--- src/rtl/passcode_sender.sv ---
// Passcode transmit path: XOR-encrypts decimal digits and streams them
// out bit-serially, MSB of digit 0 first, with valid/ready and last marker.
module passcode_sender #(
  parameter int         NUM_DIGITS = 4,
  parameter logic [3:0] KEY        = 4'b1010
) (
  input  logic                    Clk,
  input  logic                    Rst,
  input  logic                    Start_In,
  input  logic [4*NUM_DIGITS-1:0] Digit_In,
  input  logic                    Ready_In,
  output logic                    D_Bit_Out,
  output logic                    Valid_Out,
  output logic                    Last_Out,
  output logic                    Busy_Out,
  output logic                    Done_Out,
  output logic                    Error_Out
);

  localparam int W  = 4 * NUM_DIGITS;
  localparam int CW = $clog2(W);
  localparam logic [CW-1:0] TOP = CW'(W - 1);

  typedef enum logic [1:0] {
    IDLE,
    SEND,
    DONE
  } state_t;

  state_t        state;
  logic [W-1:0]  sreg;
  logic [CW-1:0] cnt;
  logic [W-1:0]  load_vec;
  logic          bad;

  // Digit 0 lands in the top nibble so the stream always leaves from sreg MSB.
  always_comb begin
    load_vec = '0;
    bad      = 1'b0;
    for (int i = 0; i < NUM_DIGITS; i++) begin
      load_vec[W-1-4*i -: 4] = Digit_In[4*i +: 4] ^ KEY;
      if (Digit_In[4*i +: 4] > 4'd9) bad = 1'b1;
    end
  end

  always_ff @(posedge Clk or negedge Rst) begin
    if (!Rst) begin
      state     <= IDLE;
      sreg      <= '0;
      cnt       <= '0;
      D_Bit_Out <= 1'b0;
      Valid_Out <= 1'b0;
      Last_Out  <= 1'b0;
      Busy_Out  <= 1'b0;
      Done_Out  <= 1'b0;
      Error_Out <= 1'b0;
    end else begin
      unique case (state)
        IDLE: begin
          Error_Out <= 1'b0;
          if (Start_In) begin
            if (bad) begin
              Error_Out <= 1'b1;
            end else begin
              state     <= SEND;
              sreg      <= load_vec;
              cnt       <= TOP;
              D_Bit_Out <= load_vec[W-1];
              Valid_Out <= 1'b1;
              Busy_Out  <= 1'b1;
              Last_Out  <= (TOP == '0);
            end
          end
        end
        SEND: begin
          if (Ready_In) begin
            if (cnt == '0) begin
              state     <= DONE;
              Valid_Out <= 1'b0;
              Last_Out  <= 1'b0;
              D_Bit_Out <= 1'b0;
              Done_Out  <= 1'b1;
            end else begin
              sreg      <= {sreg[W-2:0], 1'b0};
              cnt       <= cnt - 1'b1;
              D_Bit_Out <= sreg[W-2];
              Last_Out  <= (cnt == CW'(1));
            end
          end
        end
        DONE: begin
          state    <= IDLE;
          Done_Out <= 1'b0;
          Busy_Out <= 1'b0;
        end
        default: begin
          state     <= IDLE;
          Valid_Out <= 1'b0;
          Last_Out  <= 1'b0;
          Busy_Out  <= 1'b0;
          Done_Out  <= 1'b0;
          Error_Out <= 1'b0;
        end
      endcase
    end
  end

endmodule

--- config.mk ---
export PLATFORM = sky130hd
export DESIGN_NAME = passcode_sender
export DESIGN_NICKNAME = d
export VERILOG_FILES = /design/src/rtl/passcode_sender.sv
export SDC_FILE = /design/constraint.sdc
export NUM_CORES = 1
export LEC_CHECK = 0
export BUFFER_PORTS_ARGS = -buffer_cell sky130_fd_sc_hd__clkbuf_2
export CORE_MARGIN = 5
export CORE_UTILIZATION = 59
export DETAILED_ROUTE_END_ITERATION = 8
export GPL_TIMING_DRIVEN = 0
export HOLD_SLACK_MARGIN = 0.12
export PLACE_DENSITY = 0.84
export REMOVE_ABC_BUFFERS = 1
export SYNTH_ARGS = -nofsm -noshare
export SYNTH_HDL_FRONTEND = slang
export SYNTH_SLANG_ARGS = --single-unit
export TNS_END_PERCENT = 10
--- constraint.sdc ---
create_clock -name Clk -period 3.25 [get_ports Clk]
set_input_delay 0 -clock Clk [delete_from_list [all_inputs] [get_ports Clk]]
set_output_delay 0 -clock Clk [all_outputs]
set_load 0.01 [all_outputs]
==> results.md <==
* Final-stage net count at 223
* DRT Wirelength at between 3000 and 4000 um
* Post-detailed-route DRC marker count at 0
* Avg Cell Area, Syn at slightly above 9 um2
* Maximum fanout encountered on the critical timing path at 37
* Ant. Diodes at 0
* Cell count after synthesis at 160
* Worst max-slew margin expressed relative to the limit at 0.507
* Dpl cells at slightly above 200
* Data arrival, critical path at 2.83 ns
* CTS clock-pin slew for the worst setup and hold paths at 0.15 ns
* Worst path setup slack after routing at between 0.6 and 0.7 ns
* Part of the Yosys area used for sequential elements at 0.460
* Buffers from clock root to sink, at most at 2
* Top cells by area, synth: dfrtp_1 46%, o21ai_0 6.1%, nand2_1 5.4%
* Count of port buffers added during placement at 25
* Wire per inst at 14.5 um
* Count of antenna-violating nets left after detailed routing at 0
* Vias in the first global route at roughly 1300
* Async set or reset register ratio after synthesis at 1.00
* Final worst clock skew at between 0.01 and 0.015 ns
* Cell type with the highest aggregate area in the netlist: dfrtp_1
* Min cycle time layout at between 2 and 3 ns
* Area of the die at 3590 um2
* Synth cell count leaders: 27 x dfrtp_1, 21 x nand2_1, 19 x nor2_1
* Most used flip-flop cell after synthesis: dfrtp_1
* Number of antenna violations at the first check in global routing at 0
* Detail Placement HPWL at 2160 um
* Registers with the highest flip-flop counts: sreg x15, cnt x4, state x2
* Setup repair after global routing missed its margin: no
* Wire length of the first global-routing pass at ~5600 um
* RD Place Congestion at around 0.86
* Most common cell in the netlist: dfrtp_1
* Sort of element at the end of the critical path: register
* Final setup viols at 0
* Number of pins with negative max-slew slack in the final report at 0
* Worst supply voltage drop on vdd at 0.000486 V
* Non-Filler Instances at between 200 and 250
* Achievable frequency at 378 MHz
* Pre-CTS WS at -0.183 ns
* Number of synthesis warnings at 0
* DIE HEIGHT at 59.9 um
* Nature of the critical path startpoint: register
* GRT Total Usage at 0.209
* Crit Path Class: reg2reg
* Post-synth design cell area at 1470 um2
* FP Rows at 18
* Max reg flops at 15
* Register with the most flip-flops: sreg
* Initial standard-cell utilization of the core at 0.604
* HP Class: in2reg
* Violation count after the first detailed-route iteration at 56
* Vias per cell at 5.69
* Core Region at roughly 2400 um2
* Total CTS buffers at 3
* Vias at roughly 1300
* Total power divided by cell area at roughly 670 nW/um2
* Slew at the pin closest to its max-slew limit at around 0.74 ns
* Final hold slack at ~0.18 ns
* Count of flip-flops with a built-in enable after synthesis at 0
* CTS H-tree lvls at 1
* Final Hold Viols at 0
* Total Negative Setup Slacks at 0 ns
* Layout cells sized above 1 at 0.178
* Period utilization at 0.813
* CTS tree: built
* MaxCap Viol Count at 0
* Sinks on the clock net at 27
* Count of state elements after synthesis at 27
* Width of the chip at about 60 um
* Share of the synthesized area in the top cell type at 0.460
* Number of iterations in the first detailed-routing pass at 4
* Leakage power summed over all cells at 0.819 nW
* Pin count of the biggest net entering global routing at 38
* Global route overflow at 0
* Worst skew pair latency at ~0.34 ns
* Distinct cell type count of the synthesized netlist at 36
* Num ports at 26
* Result of the run: finished, final reports clean
* Clock Tree Root: clkbuf_4
* CP Data Required Time at ~3.4 ns
* Synthesis-to-finish area growth at 21.1%
==> metal layers <==
layer | vias to the layer above | GRT usage | part of all wire
met3 | 4 | 0.0216 | 0.054
met1 | 605 | 0.244 | 0.42
met2 | 43 | 0.380 | 0.52
li1 | 639 | - | -
met4 | 0 | 0.0918 | 0.013
met5 | - | 0 | 0
==> worst max-delay path, cell delays in order (launching register included) <==
cell,delay [ns]
dfrtp_1,0.42
inv_1,0.09
ha_2,0.66
mux2i_1,0.31
a31oi_1,0.10
a31oi_4,0.69
o21ai_0,0.22
==> final timing paths <==
kind,startpoint,to,slack [ns],cells past startpoint
min in group asynchronous,Rst,state[0],0.20,2
hold reg to reg,sreg[2],sreg[2],0.50,2
max in group asynchronous,Rst,sreg[7],2.62,2
hold / removal,Digit_In[3],D_Bit_Out,0.18,4
setup reg to reg,state[1],sreg[13],0.61,6
setup / recovery,state[1],sreg[13],0.61,6
==> cells in the final DEF (no fill, tap or decap), types with 2 or more instances in the layout <==
cell type,n
a32o_1,2
clkbuf_4,3
a31oi_1,3
dfrtp_1,27
nor2_1,19
dlygate4sd3_1,18
nand3_1,4
nor2b_1,2
nand2_1,21
clkbuf_2,25
o21ai_1,2
ha_1,4
o21ai_0,18
a21oi_1,12
nand4b_1,2
o31ai_1,2
inv_1,6
mux2i_1,7
==> kinds of logic (layout without fill, tap and decap cells) <==
family / count (synthesis) / count (layout) / share of synthesized area
and+or+nand+nor: 55 / 55 / 0.172
AOI/OAI and AO/OA: 50 / 50 / 0.214
DFF: 27 / 27 / 0.460
buffers and inverters: 16 / 53 / 0.0638
muxes: 7 / 7 / 0.0477
adders and majority gates: 5 / 5 / 0.0426
==> where the power goes <==
group          total, W  switching (W)  leakage, nW  internal (W)
registers      0.000545      0.0000824        0.332      0.000463
clock network  0.000147       0.000101       0.0177     0.0000463
logic          0.000496       0.000294        0.470      0.000201
==> through the flow <==
step	power, W	cell area, um2	utilization
after floorplan	0.000878	1400	-
after global placement	0.000985	1560	0.642
after detailed placement	0.00102	1560	0.642
after CTS	0.00118	1770	0.728
after global routing	0.00129	1780	0.732
final	0.00119	1780	0.732
==> final cells by class <==
cell class                      instances  area [um2]
Clock buffer                            3        22.5
Timing Repair Buffer                   43         305
Clock inverter                          1        5.00
Sequential cell                        27         676
Multi-Input combinational cell        117         712
Inverter                                6        22.5
Tap cell                               30        37.5
Fill cell                             181         652
==> repair_timing <==
action                                  CTS  global route
hold buffers                             18             0
buffers inserted                          0             0
endpoints found under the setup margin   17            16
endpoints found under the hold margin    44             0
gates resized for setup                   1             1
No activity file was read; power rests on OpenSTA's default activity.
